===== src/rtl/fpu_mul_pkg.sv =====
// Shared constants and FSM encoding for the
// multiplier sum/carry resolve stage.
package fpu_mul_pkg;

  localparam int PROD_W = 48;
  localparam int MANT_W = 24;
  localparam int CHUNK  = 12;
  localparam int NCHUNK = PROD_W / CHUNK;
  localparam int CNT_W  = $clog2(NCHUNK);

  typedef enum logic [1:0] {
    IDLE = 2'd0,
    ADD  = 2'd1,
    NORM = 2'd2,
    DONE = 2'd3
  } state_t;

endpackage


===== src/rtl/add_chunk.sv =====
// One slice of the carry-propagate adder,
// reused across cycles by the resolve stage.
module add_chunk
  import fpu_mul_pkg::*;
#(
  parameter int W = CHUNK
) (
  input  logic [W-1:0] a,
  input  logic [W-1:0] b,
  input  logic         cin,
  output logic [W-1:0] sum,
  output logic         cout
);

  // plain ripple sum of one slice with carry in/out
  assign {cout, sum} = {1'b0, a} + {1'b0, b} + {{W{1'b0}}, cin};

endmodule


===== src/rtl/mant_sc_resolve.sv =====
// Resolves the tree's redundant product chunk by chunk,
// then normalises and rounds it to nearest-even.
module mant_sc_resolve
  import fpu_mul_pkg::*;
(
  input  logic              clk,
  input  logic              rst,
  input  logic              in_valid,
  output logic              in_ready,
  input  logic [PROD_W-1:0] s_in,
  input  logic [PROD_W-1:0] c_in,
  output logic              out_valid,
  input  logic              out_ready,
  output logic [MANT_W-1:0] mant,
  output logic [1:0]        exp_adj,
  output logic              inexact
);

  localparam logic [CNT_W-1:0] LAST = CNT_W'(NCHUNK - 1);

  state_t             state, state_n;
  logic [CNT_W-1:0]   cnt;
  logic               carry;
  logic [PROD_W-1:0]  s_r, c_r, p_r;
  logic [CHUNK-1:0]   sl_sum;
  logic               sl_cout;

  logic               hi;
  logic [MANT_W-1:0]  m;
  logic               g, st, rnd;
  logic [MANT_W:0]    m_inc;
  logic [MANT_W-1:0]  mant_n;
  logic [1:0]         e_n;

  add_chunk #(.W(CHUNK)) u_add (
    .a    (s_r[cnt*CHUNK +: CHUNK]),
    .b    (c_r[cnt*CHUNK +: CHUNK]),
    .cin  (carry),
    .sum  (sl_sum),
    .cout (sl_cout)
  );

  // state register
  always_ff @(posedge clk or posedge rst) begin
    if (rst) state <= IDLE;
    else     state <= state_n;
  end

  // next-state decode
  always_comb begin
    state_n = state;
    unique case (state)
      IDLE: if (in_valid)    state_n = ADD;
      ADD:  if (cnt == LAST) state_n = NORM;
      NORM:                  state_n = DONE;
      DONE: if (out_ready)   state_n = IDLE;
      default:               state_n = IDLE;
    endcase
  end

  // normalise on the top bit, round to nearest-even
  always_comb begin
    hi     = p_r[PROD_W-1];
    m      = hi ? p_r[PROD_W-1 -: MANT_W] : p_r[PROD_W-2 -: MANT_W];
    g      = hi ? p_r[PROD_W-MANT_W-1] : p_r[PROD_W-MANT_W-2];
    st     = hi ? |p_r[PROD_W-MANT_W-2:0] : |p_r[PROD_W-MANT_W-3:0];
    rnd    = g & (st | m[0]);
    m_inc  = {1'b0, m} + {{MANT_W{1'b0}}, rnd};
    e_n    = {1'b0, hi};
    mant_n = m_inc[MANT_W-1:0];
    if (m_inc[MANT_W]) begin
      mant_n = {1'b1, {(MANT_W-1){1'b0}}};
      e_n    = e_n + 2'd1;
    end
  end

  // operand capture, slice accumulation, result registers
  always_ff @(posedge clk or posedge rst) begin
    if (rst) begin
      s_r     <= '0;
      c_r     <= '0;
      p_r     <= '0;
      cnt     <= '0;
      carry   <= 1'b0;
      mant    <= '0;
      exp_adj <= '0;
      inexact <= 1'b0;
    end else begin
      unique case (state)
        IDLE: begin
          if (in_valid) begin
            s_r   <= s_in;
            c_r   <= c_in;
            cnt   <= '0;
            carry <= 1'b0;
          end
        end
        ADD: begin
          p_r[cnt*CHUNK +: CHUNK] <= sl_sum;
          carry <= sl_cout;
          cnt   <= cnt + 1'b1;
        end
        NORM: begin
          mant    <= mant_n;
          exp_adj <= e_n;
          inexact <= g | st;
        end
        default: ;
      endcase
    end
  end

  assign in_ready  = (state == IDLE);
  assign out_valid = (state == DONE);

endmodule

===== config.mk =====
export PLATFORM = sky130hd
export DESIGN_NAME = mant_sc_resolve
export DESIGN_NICKNAME = d
export VERILOG_FILES = /design/src/rtl/fpu_mul_pkg.sv /design/src/rtl/add_chunk.sv /design/src/rtl/mant_sc_resolve.sv
export SDC_FILE = /design/constraint.sdc
export NUM_CORES = 1
export LEC_CHECK = 0
export CAP_MARGIN = 20
export CORE_MARGIN = 3
export CORE_UTILIZATION = 38
export DETAILED_ROUTE_END_ITERATION = 7
export PLACE_DENSITY = 0.58
export SYNTH_ARGS = -nofsm -noshare
export SYNTH_HDL_FRONTEND = slang
export SYNTH_SLANG_ARGS = --single-unit
export TNS_END_PERCENT = 5

===== constraint.sdc =====
create_clock -name clk -period 7.2 [get_ports clk]
set_input_delay 1.08 -clock clk [delete_from_list [all_inputs] [get_ports clk]]
set_output_delay 1.08 -clock clk [all_outputs]
set_load 0.1 [all_outputs]

Yosys cells after proc, flatten, opt, wreduce, memory -nomap -nowiden
Index checks and enable logic that the tools add are counted.
{"block": "classes", "addsub": 6, "n_shift": 4, "mul": 1, "n_reduce_logical": 7, "muxes": 14, "bitwise": 3, "n_eq_ne": 7}
{"cell": "48-bit by 7-bit variable part select with 12-bit output", "count": 2}
{"cell": "48-bit bitwise mux", "count": 1}
{"cell": "24-bit two-way mux", "count": 2}
{"cell": "12-bit by 34-bit variable shift with 48-bit output (first input constant)", "count": 1}
{"cell": "12-bit by 34-bit variable part select with 48-bit output", "count": 1}
{"cell": "6-bit negation with 34-bit output", "count": 1}
{"cell": "24-bit by 1-bit adder with 25-bit output", "count": 1}
{"cell": "23-bit OR reduction", "count": 1}
{"cell": "22-bit OR reduction", "count": 1}
{"cell": "12-bit by 12-bit adder with 13-bit output", "count": 1}
{"cell": "13-bit by 1-bit adder with 13-bit output", "count": 1}
{"cell": "2-bit two-way mux", "count": 5}
{"cell": "2-bit one-hot mux with 4 select lines", "count": 1}
{"cell": "2-bit equality test (second input constant)", "count": 3}
{"cell": "2-bit by 2-bit multiplier with 4-bit output (second input constant)", "count": 1}
{"cell": "2-bit inequality test (second input constant)", "count": 2}
{"cell": "2-bit one-hot mux with 2 select lines", "count": 1}
{"cell": "2-bit AND reduction", "count": 2}
{"cell": "1-bit two-way mux", "count": 3}
{"cell": "3-bit AND reduction", "count": 1}
{"cell": "1-bit by 1-bit adder with 2-bit output (second input constant)", "count": 1}
{"cell": "2-bit by 1-bit adder with 2-bit output (second input constant)", "count": 1}
{"cell": "2-bit by 1-bit equality test with 1-bit output (second input constant)", "count": 1}
{"cell": "2-bit zero test", "count": 1}
{"cell": "5 further kinds", "count": 6}
{"block": "word_totals", "out_inout_bits": 29, "inputBits": 100, "ff_bits": 176, "wordCells": 51}

Depth between registers and ports, before layout
{"block": "depth", "word_depth": 6, "ltp_mapped": 15, "mapped_depth_nobuf": 12}

Hierarchy
A second synthesis with hierarchy kept.
{"block": "hier_totals", "hier_cells": 774, "area_unflattened_um2": 9328.9}
{"mod": "mant_sc_resolve", "area_each_um2": 8682.1, "cells_each": 691, "n_inst": 1, "seq_area_each_um2": 4404.2}
{"mod": "add_chunk", "area_each_um2": 646.9, "cells_each": 83, "n_inst": 1, "seq_area_each_um2": 0.0}

Least setup slack after synthesis
No wires, ideal clock.
{"block": "synth_path", "kind": "reg-to-reg", "start": "reg cnt[0]", "end": "reg p_r[36]", "n_path_buf": 3, "stages_incl_launch_ff": 13, "t_arrival_ns": 3.786, "setup_slack_ns": 3.331, "setup_time_ns": 0.083, "required_ns": 7.117, "period_less_slack_ns": 3.869, "cell_sequence": "dfrtp_1 > clkbuf_1 > clkbuf_1 > clkbuf_1 > mux4_2 > fa_1 > fa_1 > a21o_1 > a31oi_1 > nor2_1 > a211oi_1 > a22oi_1 > o21ai_0"}
{"block": "synth_via", "elab_chain_len": 6, "word_cells_on_any_way": 9, "cone_classes": "3 x add/sub; 1 x mul; 4 x shift; 1 x mux"}
{"item": "start, declared", "line_no": "mant_sc_resolve.sv:22", "text": "logic [CNT_W-1:0] cnt;"}
{"item": "start signal, assigned", "line_no": "mant_sc_resolve.sv:101", "text": "cnt <= cnt + 1'b1;"}
{"item": "2-bit by 2-bit multiplier with 4-bit output *", "line_no": "mant_sc_resolve.sv:36, mant_sc_resolve.sv:37, mant_sc_resolve.sv:99"}
{"item": "48-bit by 7-bit variable part select with 12-bit output (on tied branches)", "line_no": "mant_sc_resolve.sv:36, mant_sc_resolve.sv:37"}
{"item": "12-bit by 12-bit adder with 13-bit output", "line_no": "add_chunk.sv:16", "text": "assign {cout, sum} = {1'b0, a} + {1'b0, b} + {{W{1'b0}}, cin};"}
{"item": "13-bit by 1-bit adder with 13-bit output", "line_no": "add_chunk.sv:16"}
{"item": "12-bit by 34-bit variable part select with 48-bit output", "line_no": "mant_sc_resolve.sv:99", "text": "p_r[cnt*CHUNK +: CHUNK] <= sl_sum;"}
{"item": "48-bit bitwise mux *", "line_no": "mant_sc_resolve.sv:99"}
{"item": "end signal, assigned by index", "line_no": "mant_sc_resolve.sv:99"}
{"item": "end, declared", "line_no": "mant_sc_resolve.sv:24", "text": "logic [PROD_W-1:0] s_r, c_r, p_r;"}
Every way passes the cells marked *; elsewhere a longest branch is shown, timed or not.
A chain may end at the register's enable or synchronous reset.

Worst setup path in the final report
Same ends and word-level chain as after synthesis.

==> results.cfg <==
[cts]
post-cts-setup-buffers = 0
cts_max_path_buffers = 2
cts_resized = 0
cts_sinks = 176
clock_latency_ns = 0.44
numCtsBuffers = 17
htreeDepth = 4
cts_root_buf = clkbuf_16
path_clk_slew_ns = 0.07
cts_tree = built
cts-hold-fix-buffers = 0

[grt]
grt_max_degree = 81
grt_pass1_vias = 6958
overflow = 0
antenna_found_initial = 2
grt_pass1_wl_um = 38030
grt.total_usage_pct = 18.28

[route]
final_antenna_net_count = 0
totalWireLength_um = 23070
drt_iter0_markers = 382
wl_per_cell_um = 18.47
drtPass1Iterations = 5
via_count = 6722
post-route-drc-count = 0
viasPerCell = 5.382

[floorplan]
die_w_um = 161.6
core_um2 = 23610
start_util_pct = 38.98
rows = 56
die_h_um = 161.6
die_area_um2 = 26120
pin_count = 129

[flow_run]
drv_cap = 0

[layout]
drive_gt1_share_pct = 19.89
layout_common_cells = dfrtp_1 (175), clkdlybuf4s50_1 (128), mux2_2 (108)
antennaDiodeCount = 0
final_common_cell = dfrtp_1
fin_cells = 1249
fin_nets = 1042
fillers = 2201
area_delta_synth_final_pct = 23.94

[sta]
report.final.slew_viol_count = 0
setup_tns_ns = 0
timing.slew.headroom_pct = 33.46
finalHoldViolCount = 0
setup_viol = 0
rsz0062_at_grt = false
period_minus_slack_ns = 4.185
worst_slew_pin_slew_ns = 0.9950
clock.fmax_ghz = 0.2390
fin_crit_sh_pct = 58.12
finalClockSkew_ns = 0.01732

[yosys]
yosysTopAreaCell = dfrtp_1
synthFlopType = dfrtp_1
ys_async_sr_fraction_pct = 100.0
ys_types = 59
synthTopCellsByArea = dfrtp_1 (48%), mux2_2 (13%), mux4_2 (5.9%), ha_1 (3.1%), nand2_1 (3.1%)
yosysWarnings = 0
yosysSeqAreaShare_pct = 47.85
syn_area_um2 = 9204
syn_inst = 806
syn-num-nets = 931
synth_area_per_cell_um2 = 11.42
synth_edf_count = 0
ys_ff_latch = 176
synth.top_cell.area_share_pct = 47.85

[critical_path]
critPathKind = register to register
cp_max_fo = 25
critPathRequiredTime_ns = 7.54
cp.arrival_ns = 4.52
worst_setup_path_end_kind = register
startpoint_type = register

[place]
port_buffers = 128
dp_hpwl_um = 16880
place_congestion = 0.8856
dp.cells = 1215

[status]
status = finished clean

[worst_hold_path]
hp-class = register to register
-- state kept, by name, summed over array words and instances (netlist names) --
signal	cells
s_r	48
mant	24
cnt	2
inexact	1
state	2
p_r	48
carry	1
c_r	48
exp_adj	2
-- synthesized netlist by cell type (6+ instances only) --
library cell and n:
o31ai_1 6, a22o_1 16, dfrtp_1 176, a21oi_1 20, nor4_1 10, o21ai_0 43
inv_1 29, and3_1 11, nor3_1 7, nor2b_1 6, a31oi_1 14, or3_1 10
mux2_2 108, nor2_1 33, mux4_2 24, buf_1 10, nand3_1 19, mux2i_1 17
nand2b_1 7, ha_1 23, a21o_1 7, clkbuf_1 34, nand2_1 76, xnor2_1 11
nand4_1 11
-- routing by layer --
layer	vias to the layer above	global-route usage, %	wire length [um]
met5	-	0	26
met4	4	5.467	415
met3	32	4.155	1200
met2	196	29.87	11020
met1	3275	24.45	10410
li1	3215	-	-
-- critical path, cell delays in order (launching register included) --
cell and delay (ns):
dfrtp_2 0.90, mux4_2 0.62, fa_1 0.46, fa_1 0.42, a21o_1 0.22, a31oi_1 0.20
nor2_1 0.08, a211oi_1 0.76, a22oi_1 0.20, o21ai_0 0.23
-- metrics by stage --
step                      area (um2)  worst slack [ns]  hold WS (ns)  util, %
after global routing           11410             2.554        0.5053    48.31
after detailed placement       10780             2.977        0.4677    45.64
final                          11410             3.015        0.4805    48.31
after floorplan                 9204             1.346        0.4494        -
after global placement         10780             3.072        0.4660    45.64
after CTS                      11370             2.924        0.4853    48.17
-- cells by family after synthesis --
| family | share of synthesized area (%) |
|---|---|
| xor gates and xnor gates | 1.523 |
| AOI/OAI and AO/OA | 12.07 |
| and+or+nand+nor | 10.86 |
| muxes | 20.94 |
| adders and majority gates | 3.562 |
| DFF | 47.85 |
| buffers and inverters | 3.195 |
-- path summary, 6_finish.rpt --
kind	start	slack (ns)	to	cells after the start
setup / recovery	cnt[0]	3.02	p_r[36]	9
hold / removal	mant[8]	0.48	mant[8]	2
setup reg to reg	cnt[0]	3.02	p_r[36]	9
hold reg to reg	mant[8]	0.48	mant[8]	2
max in group asynchronous	rst	5.16	p_r[3]	3
min in group asynchronous	rst	1.05	c_r[17]	2
-- final cells by class --
class                   instances  area, um2  share of cell area (%)
well taps                     319      399.1                   3.499
flip-flops and latches        176       4405                   38.62
multi-input cells             554       4513                   39.56
clock inverters                15      172.7                   1.514
inverters                      30      117.6                   1.031
clock buffers                  17      425.4                   3.729
repair buffers                138       1374                   12.04
Power is not shown: default switching activity piles up to over one toggle a cycle in this logic, so the estimate is an artifact.
==> variant (same settings) <==
Reset style: synchronous (`rst`), changed in 2 clocked blocks.
--- a/src/rtl/mant_sc_resolve.sv
+++ b/src/rtl/mant_sc_resolve.sv
@@ -41,7 +41,7 @@
   );
 
   // state register
-  always_ff @(posedge clk or posedge rst) begin
+  always_ff @(posedge clk) begin
     if (rst) state <= IDLE;
     else     state <= state_n;
   end
@@ -75,7 +75,7 @@
   end
 
   // operand capture, slice accumulation, result registers
-  always_ff @(posedge clk or posedge rst) begin
+  always_ff @(posedge clk) begin
     if (rst) begin
       s_r     <= '0;
       c_r     <= '0;
Behaviour: differs if rst is asserted again (counterexample within 4 cycles, from zero or initial values and one cycle with rst high); with rst held inactive, the same outputs for 4 cycles.
==> variant against the original RTL <==
  * Final cell count increased by 11%
  * Global-route usage up 1.4 points
  * Wire length grew 2.7%
  * Worst setup slack worse by 0.35 ns
  * Sequential cell count did not move
  * Via count up 10%
  * Area after synthesis shrank 7.9%
  * Largest cell class unchanged
  * Final area is 8.1% lower
  * First-iteration DRC count grew 23%
==> variant: results (changes against the original RTL) <==
Synth cell types: 59 (unchanged)
Max layer used: met4
Wire length on met3: 1010 um (-16%)
Share of cells above drive strength 1: 7.08% (-13 points)
Worst Path Arrival: 4.87 ns (+0.35 ns)
Clock buffer depth: 2 (unchanged)
Syn nets: 1127 (+21%)
Setup bufs post-CTS: 0 (unchanged)
DRT Wirelength: 23700 um (+2.7%)
Min Hold Slack: 0.455 ns (-0.0253 ns)
Post-synth top cells: nand2_1, dfxtp_1, a21oi_1
Met1 Use GR: 27.9% (+3.5 points)
Asr flop ratio synth: 0% (-100 points)
Slowest stage cell on the critical path: a311oi_1
Hold_sp: c_r[29]$_SDFFE_PP0P_
Post-synthesis instance total: 1002 (+24%)
Vias in the first global route: 7215 (+3.7%)
Worst Setup Slack, final: 2.66 ns (-0.351 ns)
Hold Path Sink: c_r[29]$_SDFFE_PP0P_
CTS buffer count: 17 (unchanged)
Slowest stage delay, CP: 0.77 ns (-0.13 ns)
Worst r2r path cells: 10 (+1)
Routability cong.: 0.858 (-3.1%)
HPWL Detailed: 17000 um (+0.79%)
Delay-heaviest family, CP: compound AO/OA/AOI/OAI gates
Tot GR Track Use: 19.7% (+1.4 points)
Wire length on met2: 11000 um (-0.48%)
Max-slew headroom: 33.9% (+0.48 points)
Status: finished, final reports clean
Antenna cell count: 0 (unchanged)
Final Skew: 0.0150 ns (-0.00235 ns)
Clock Latency Late Sink: 0.44 ns (about the same)
Pre-CTS WS: 2.72 ns (-0.262 ns)
Post-CTS resize count: 0 (unchanged)
Max VDD drop: 0.000463 V
Met1 WL: 11400 um (+9.8%)
Top FF cell, synth: dfxtp_1
Worst-path clk slew: 0.07 ns (about the same)
Iter 0 DRT Violations: 469 (+23%)
Largest net degree at the start of global routing: 97 (+20%)
First-pass GRT wire length: 38400 um (+1.1%)
Met3 GRT Util: 3.81% (-0.34 points)
Antenna violations before repair: 0 (-2)
YS warnings: 0 (unchanged)
Crit path from: cnt[0]$_SDFFE_PP0P_
Worst Hold Class: reg2reg
Fillers: 2197 (-0.18%)
Setup crit end: p_r[16]$_SDFFE_PP0P_
Leak pwr: 0.00378 uW
Met2 usage: 30.7% (+0.85 points)
Depth of the CTS H-tree: 4 (unchanged)
Switching Fraction: 39.9%
Final non-filler cell total: 1381 (+11%)
Post-Place Cells: 1349 (+11%)
PortBufs: 128 (unchanged)
Routed vias/inst: 5.37 (-0.23%)
Register area share after synthesis: 41.6% (-6.3 points)
Nets: 1213 (+16%)
Top cells by area, synth: dfxtp_1, nand2_1, a21oi_1, mux4_2, ha_1
Crit-path max FO: 21 (-16%)
[variant: cell count changes after synthesis, moves of 10 or more]
cell      unedited run  this run
inv_1               29        19
o21ai_0             43        18
clkbuf_1            34        51
dfxtp_1              0       176
a21oi_1             20       132
nor2_1              33        55
mux2_2             108         2
nand2_1             76       248
dfrtp_1            176         0
[variant: metrics by stage]
step	instance area (um^2)	total power, uW
after CTS	10500	3390
after global routing	10500	3570
final	10500	3370
after global placement	9900	2460
after floorplan	8470	2090
after detailed placement	9900	2460
[variant: logic make-up after synthesis]
logic type | after synthesis | share of synthesized area (%)
and+or+nand+nor | 389 | 19.9
AOI/OAI and AO/OA | 259 | 19.5
DFF | 176 | 41.6
buffers and inverters | 87 | 4.03
muxes | 47 | 9.17
adders and majority gates | 25 | 3.87
xor gates and xnor gates | 19 | 1.96
[variant: area by class of cell]
cell class / count / area [um^2] / area share, %
flip-flops and latches: 176 / 3530 / 33.6
multi-input cells: 739 / 4620 / 44.0
repair buffers: 135 / 1330 / 12.7
clock inverters: 15 / 163 / 1.55
clock buffers: 17 / 425 / 4.06
inverters: 19 / 71.3 / 0.680
well taps: 280 / 350 / 3.34
[variant: power by group through the flow]
stage               sequential, uW  clock [uW]  combinational [uW]
floorplan                     1250           0                 847
global placement              1230           0                1230
detailed placement            1230           0                1230
CTS                           1210         944                1230
global route                  1230         989                1350
finish                        1210         929                1230
[variant: worst reg2reg max path, delay by kind of cell, from the launching register on]
family,cells,cell delay [ns]
flops,1,0.58
mux,1,0.40
simple gates,1,0.12
fa+ha+maj,2,0.89
buf+inv,1,0.45
compound gates,5,1.99
